File: src/rtl/encrypter_seq.sv
// 60-bit plaintext to 78-bit ciphertext frame encrypter: payload, 12-bit check, 6-bit selector.
// One word in flight; the LFSR-driven selector picks one of four transform schemes.
//
// state | meaning
// IDLE  | waiting for a plaintext word, in_ready high
// ENC   | transform latched plaintext into c
// CHK   | fold c into a 12-bit check, one slice per cycle (5 cycles)
// DONE  | frame presented, waiting for out_ready
module encrypter_seq #(
  parameter logic [59:0] KEY       = 60'h123456789ABCDEF,
  parameter logic [15:0] LFSR_SEED = 16'hACE1
) (
  input  logic        Clk,
  input  logic        Rst,
  input  logic        in_valid,
  output logic        in_ready,
  input  logic [59:0] data_to_be_encrypt,
  output logic        out_valid,
  input  logic        out_ready,
  output logic [77:0] output_encrypted
);

  typedef enum logic [1:0] {IDLE, ENC, CHK, DONE} state_t;

  // An all-zero seed would lock the LFSR, so it is forced to 1.
  localparam logic [15:0] SEED_EFF = (LFSR_SEED == 16'h0000) ? 16'h0001 : LFSR_SEED;

  state_t      state, state_next;
  logic [59:0] d_q, c_q;
  logic [5:0]  r_q;
  logic [11:0] chk_q;
  logic [2:0]  k_q;
  logic [15:0] lfsr_q;

  logic        accept;
  logic        lfsr_fb;
  logic [59:0] x_key, x_src, rot_out, rev_out, c_comb;
  logic [4:0]  rot_amt;
  logic [11:0] slice, chk_fold;

  assign in_ready  = (state == IDLE);
  assign out_valid = (state == DONE);
  assign accept    = (state == IDLE) && in_valid;
  assign lfsr_fb   = lfsr_q[15] ^ lfsr_q[13] ^ lfsr_q[12] ^ lfsr_q[10];

  always_comb begin
    x_key   = d_q ^ KEY;
    x_src   = (r_q[5:4] == 2'd1) ? d_q : x_key;
    rot_amt = {1'b0, r_q[3:0]} + 5'd1;
    rot_out = (x_src << rot_amt) | (x_src >> (6'd60 - {1'b0, rot_amt}));
    rev_out = '0;
    for (int i = 0; i < 60; i++) begin
      rev_out[i] = x_key[59-i];
    end
    case (r_q[5:4])
      2'd0:    c_comb = x_key;
      2'd1:    c_comb = rot_out;
      2'd2:    c_comb = rot_out;
      default: c_comb = rev_out;
    endcase
  end

  always_comb begin
    case (k_q)
      3'd0:    slice = c_q[11:0];
      3'd1:    slice = c_q[23:12];
      3'd2:    slice = c_q[35:24];
      3'd3:    slice = c_q[47:36];
      default: slice = c_q[59:48];
    endcase
    chk_fold = chk_q ^ slice;
  end

  always_ff @(posedge Clk or posedge Rst) begin
    if (Rst) state <= IDLE;
    else     state <= state_next;
  end

  always_comb begin
    state_next = state;
    case (state)
      IDLE:    if (in_valid) state_next = ENC;
      ENC:     state_next = CHK;
      CHK:     if (k_q == 3'd4) state_next = DONE;
      DONE:    if (out_ready) state_next = IDLE;
      default: state_next = IDLE;
    endcase
  end

  always_ff @(posedge Clk or posedge Rst) begin
    if (Rst) begin
      d_q              <= '0;
      r_q              <= '0;
      c_q              <= '0;
      chk_q            <= '0;
      k_q              <= '0;
      lfsr_q           <= SEED_EFF;
      output_encrypted <= '0;
    end else begin
      if (accept) begin
        d_q    <= data_to_be_encrypt;
        r_q    <= lfsr_q[5:0];
        lfsr_q <= {lfsr_q[14:0], lfsr_fb};
      end
      if (state == ENC) begin
        c_q   <= c_comb;
        chk_q <= '0;
        k_q   <= '0;
      end
      if (state == CHK) begin
        chk_q <= chk_fold;
        k_q   <= k_q + 3'd1;
        if (k_q == 3'd4) output_encrypted <= {c_q, chk_fold, r_q};
      end
    end
  end

endmodule

File: config.mk
export PLATFORM = sky130hd
export DESIGN_NAME = encrypter_seq
export DESIGN_NICKNAME = d
export VERILOG_FILES = /design/src/rtl/encrypter_seq.sv
export SDC_FILE = /design/constraint.sdc
export NUM_CORES = 1
export LEC_CHECK = 0
export BUFFER_PORTS_ARGS = -buffer_cell sky130_fd_sc_hd__buf_4
export CAP_MARGIN = 15
export CELL_PAD_IN_SITES_DETAIL_PLACEMENT = 1
export CELL_PAD_IN_SITES_GLOBAL_PLACEMENT = 2
export CORE_ASPECT_RATIO = 0.5
export CORE_MARGIN = 1
export CORE_UTILIZATION = 39
export DETAILED_ROUTE_END_ITERATION = 6
export GPL_TIMING_DRIVEN = 1
export PLACE_DENSITY_LB_ADDON = 0.12
export SLEW_MARGIN = 20
export SYNTH_ARGS = -nofsm -noshare
export SYNTH_HDL_FRONTEND = slang
export SYNTH_SLANG_ARGS = --single-unit
File: constraint.sdc
create_clock -name Clk -period 10.5 [get_ports Clk]
set_clock_uncertainty 0.2 [all_clocks]
set_input_delay 2.1 -clock Clk [delete_from_list [all_inputs] [get_ports Clk]]
set_output_delay 2.1 -clock Clk [all_outputs]
set_load 0.02 [all_outputs]
==> flow_summary.ini <==
[clocking]
cts_tree = built
clock_latency_ps = 580
cts-buffers-inserted = 24
postCtsHoldBufs = 0
ctsResizeCount = 0
cts_sinks = 233
clockRootBuffer = clkbuf_16
post-cts-setup-buffers = 0
clkTransAtPathRegs_ps = 70
h-tree-depth = 1
cts.path.max_buffers = 3

[finish]
final_layout_size_suffix_gt1_frac = 0.260
final_area_um2 = 17800
syn2layout_area_growth_pct = 14.6
instances_no_fill = 2207
fin_nets = 1736
antenna_cells = 0

[placement]
pre_cts_ws_ps = 5920
numPortBuffers = 143
place.gp.congestion = 1.02
dpl.hpwl_um = 54800
place_area_um2 = 17000
post-place-cells = 2163

[synthesis]
ys_ff_latch = 233
yosys.cell_types.count = 67
syn_avg_cell_area_um2 = 9.63
yosysSeqAreaShare = 0.376
synth_cells = 1611
synth_edf_count = 0
synthFlopType = dfrtp_1
async_reset_ff_frac = 1.00
netlist_area_um2 = 15500
ys_warn_count = 0
syn-num-nets = 1688

[global_routing]
grt_pass1_wl_um = 106000
grt_pass1_vias = 14400
grt_overflow = 0
grt_antenna_before_repair = 5
grt_start_max_net_pins = 103
grt_util_all_layers = 0.363

[route]
ant_nets = 0
vias = 14600
drt_first_pass_iters = 7
drt_iter0_markers = 1998
wl_um = 73900
wl_per_cell_um = 33.5
avgViaCountPerCell = 6.60
drc = 0

[timing]
setup_ws_ps = 5760
worst_pin_slew_ps = 1100
tns_ps = 0
setup_viol = 0
max_slew_margin = 0.265
min_period_ps = 4740
finalHoldViolCount = 0
fmax_ghz = 0.211
period_share = 0.452
final_max_slew_viol_count = 0
rsz0062_at_grt = false

[power]
ir_worst_vdd_mv = 0.216
power.leakage_nw = 7.55
power_density_nw_per_um2 = 300

[setup_path]
cp_slowest_cell = dfrtp_4
critPathTopFamily = compound AO/OA/AOI/OAI gates
arrival_ps = 4980
crit_path_end_kind = flip-flop
critical_path.max_stage_delay_ps = 960
cp_max_fo = 58
required_ps = 10740
path_cells = ha_2, xnor2_4, buf_4, mux4_2, a222oi_1, o22ai_1, o221ai_1, nand2_1
crit_buf_inv = 1
cp-start-kind = flip-flop
critPathKind = flip-flop to flip-flop

[floorplan]
dieArea_um2 = 40600
rows = 51
die_width_um = 284
core_region_area_um2 = 39100
start_util = 0.397
die_h_um = 143
pin_count = 144

[flow_run]
cap_violations = 0

[outcome]
status = complete, no violations

[min_path]
hold_class = flip-flop to flip-flop
==> logic make-up (layout without fill, tap and decap cells) <==
group | count (synthesis) | after routing | share of synthesized area
AO/OA/AOI/OAI | 461 | 461 | 0.193
AND/OR/NAND/NOR | 363 | 363 | 0.100
multiplexers | 286 | 286 | 0.230
flip-flops | 233 | 233 | 0.376
buffers and inverters | 188 | 254 | 0.0502
XOR/XNOR | 67 | 67 | 0.0395
adder cells (fa/ha/maj) | 13 | 13 | 0.0105
==> registers in the layout (all words and copies together), names as in the netlist <==
register,cells
state,2
d_q,60
r_q,6
output_encrypted,78
c_q,60
lfsr_q,12
chk_q,12
k_q,3
==> cell usage in the layout, fill, tap and decap left out, types with 32 or more instances in the layout <==
master,count
mux4_2,41
mux2i_1,94
a21oi_1,101
nor2_1,69
nand2_1,195
inv_1,32
xnor2_1,55
dfrtp_1,224
buf_4,174
o21ai_0,144
mux2_2,151
==> synth_stat cells, types with 10 or more instances <==
cell type	number	area share
a211oi_1	23	0.011
a21oi_1	101	0.033
a221o_1	13	0.0084
a221oi_1	10	0.0056
a222oi_1	19	0.012
a22oi_1	10	0.0048
buf_1	17	0.0041
buf_2	32	0.010
clkbuf_1	94	0.023
dfrtp_1	225	0.36
ha_1	13	0.010
inv_1	33	0.0080
mux2_2	151	0.11
mux2i_1	94	0.061
mux4_2	41	0.060
nand2_1	196	0.047
nand3_1	30	0.0097
nor2_1	69	0.017
nor2b_1	13	0.0052
nor3_1	16	0.0052
o211ai_1	25	0.012
o21ai_0	144	0.046
o221ai_1	12	0.0068
o22ai_1	28	0.011
o311ai_0	10	0.0056
xnor2_1	56	0.032
==> per-layer routing <==
metal / up-vias / track usage / wire length, um
met4: 2 / 0.0722 / 1480
li1: 6035 / - / -
met5: - / 0 / 13
met3: 102 / 0.138 / 9290
met2: 814 / 0.497 / 29100
met1: 7621 / 0.535 / 34000
==> final cells by class <==
| type | instances | area (um^2) |
|---|---|---|
| flip-flops and latches | 233 | 5840 |
| multi-input cells | 1190 | 9010 |
| fillers | 4400 | 21300 |
| repair buffers | 174 | 1310 |
| inverters | 36 | 143 |
| clock inverters | 11 | 149 |
| well taps | 530 | 663 |
| clock buffers | 33 | 664 |
==> power by group <==
part           internal, mW  switching, mW  leakage [nW]
clock network         0.520          0.401         0.402
logic                 0.987           1.40          4.23
registers              1.21          0.813          2.92
==> tightest hold or removal path: stages (launching register included) <==
cell     delay, ps
dfstp_2        370
nand2_1         50
nand2_1         40
==> through the flow <==
stage	hold WS, ps	utilization	total power, mW
2_1_floorplan	238	-	3.05
3_3_place_gp	248	0.435	4.25
3_5_place_dp	249	0.435	4.30
4_1_cts	260	0.455	5.23
5_1_grt	294	0.455	5.52
6_report	257	0.455	5.33
==> worst paths after layout <==
check,start,end,slack [ps],depth (start not counted)
setup / recovery,r_q[0]$_DFFE_PP0P_,c_q[18]$_DFFE_PP0N_,5760,8
setup reg to reg,r_q[0]$_DFFE_PP0P_,c_q[18]$_DFFE_PP0N_,5760,8
min in group asynchronous,Rst,state[1]$_DFFE_PP0P_,1490,2
hold reg to reg,lfsr_q[5]$_DFFE_PP1P_,lfsr_q[5]$_DFFE_PP1P_,260,2
max in group asynchronous,Rst,r_q[0]$_DFFE_PP0P_,7050,3
hold / removal,lfsr_q[5]$_DFFE_PP1P_,lfsr_q[5]$_DFFE_PP1P_,260,2
No activity file was read; power rests on OpenSTA's default activity.
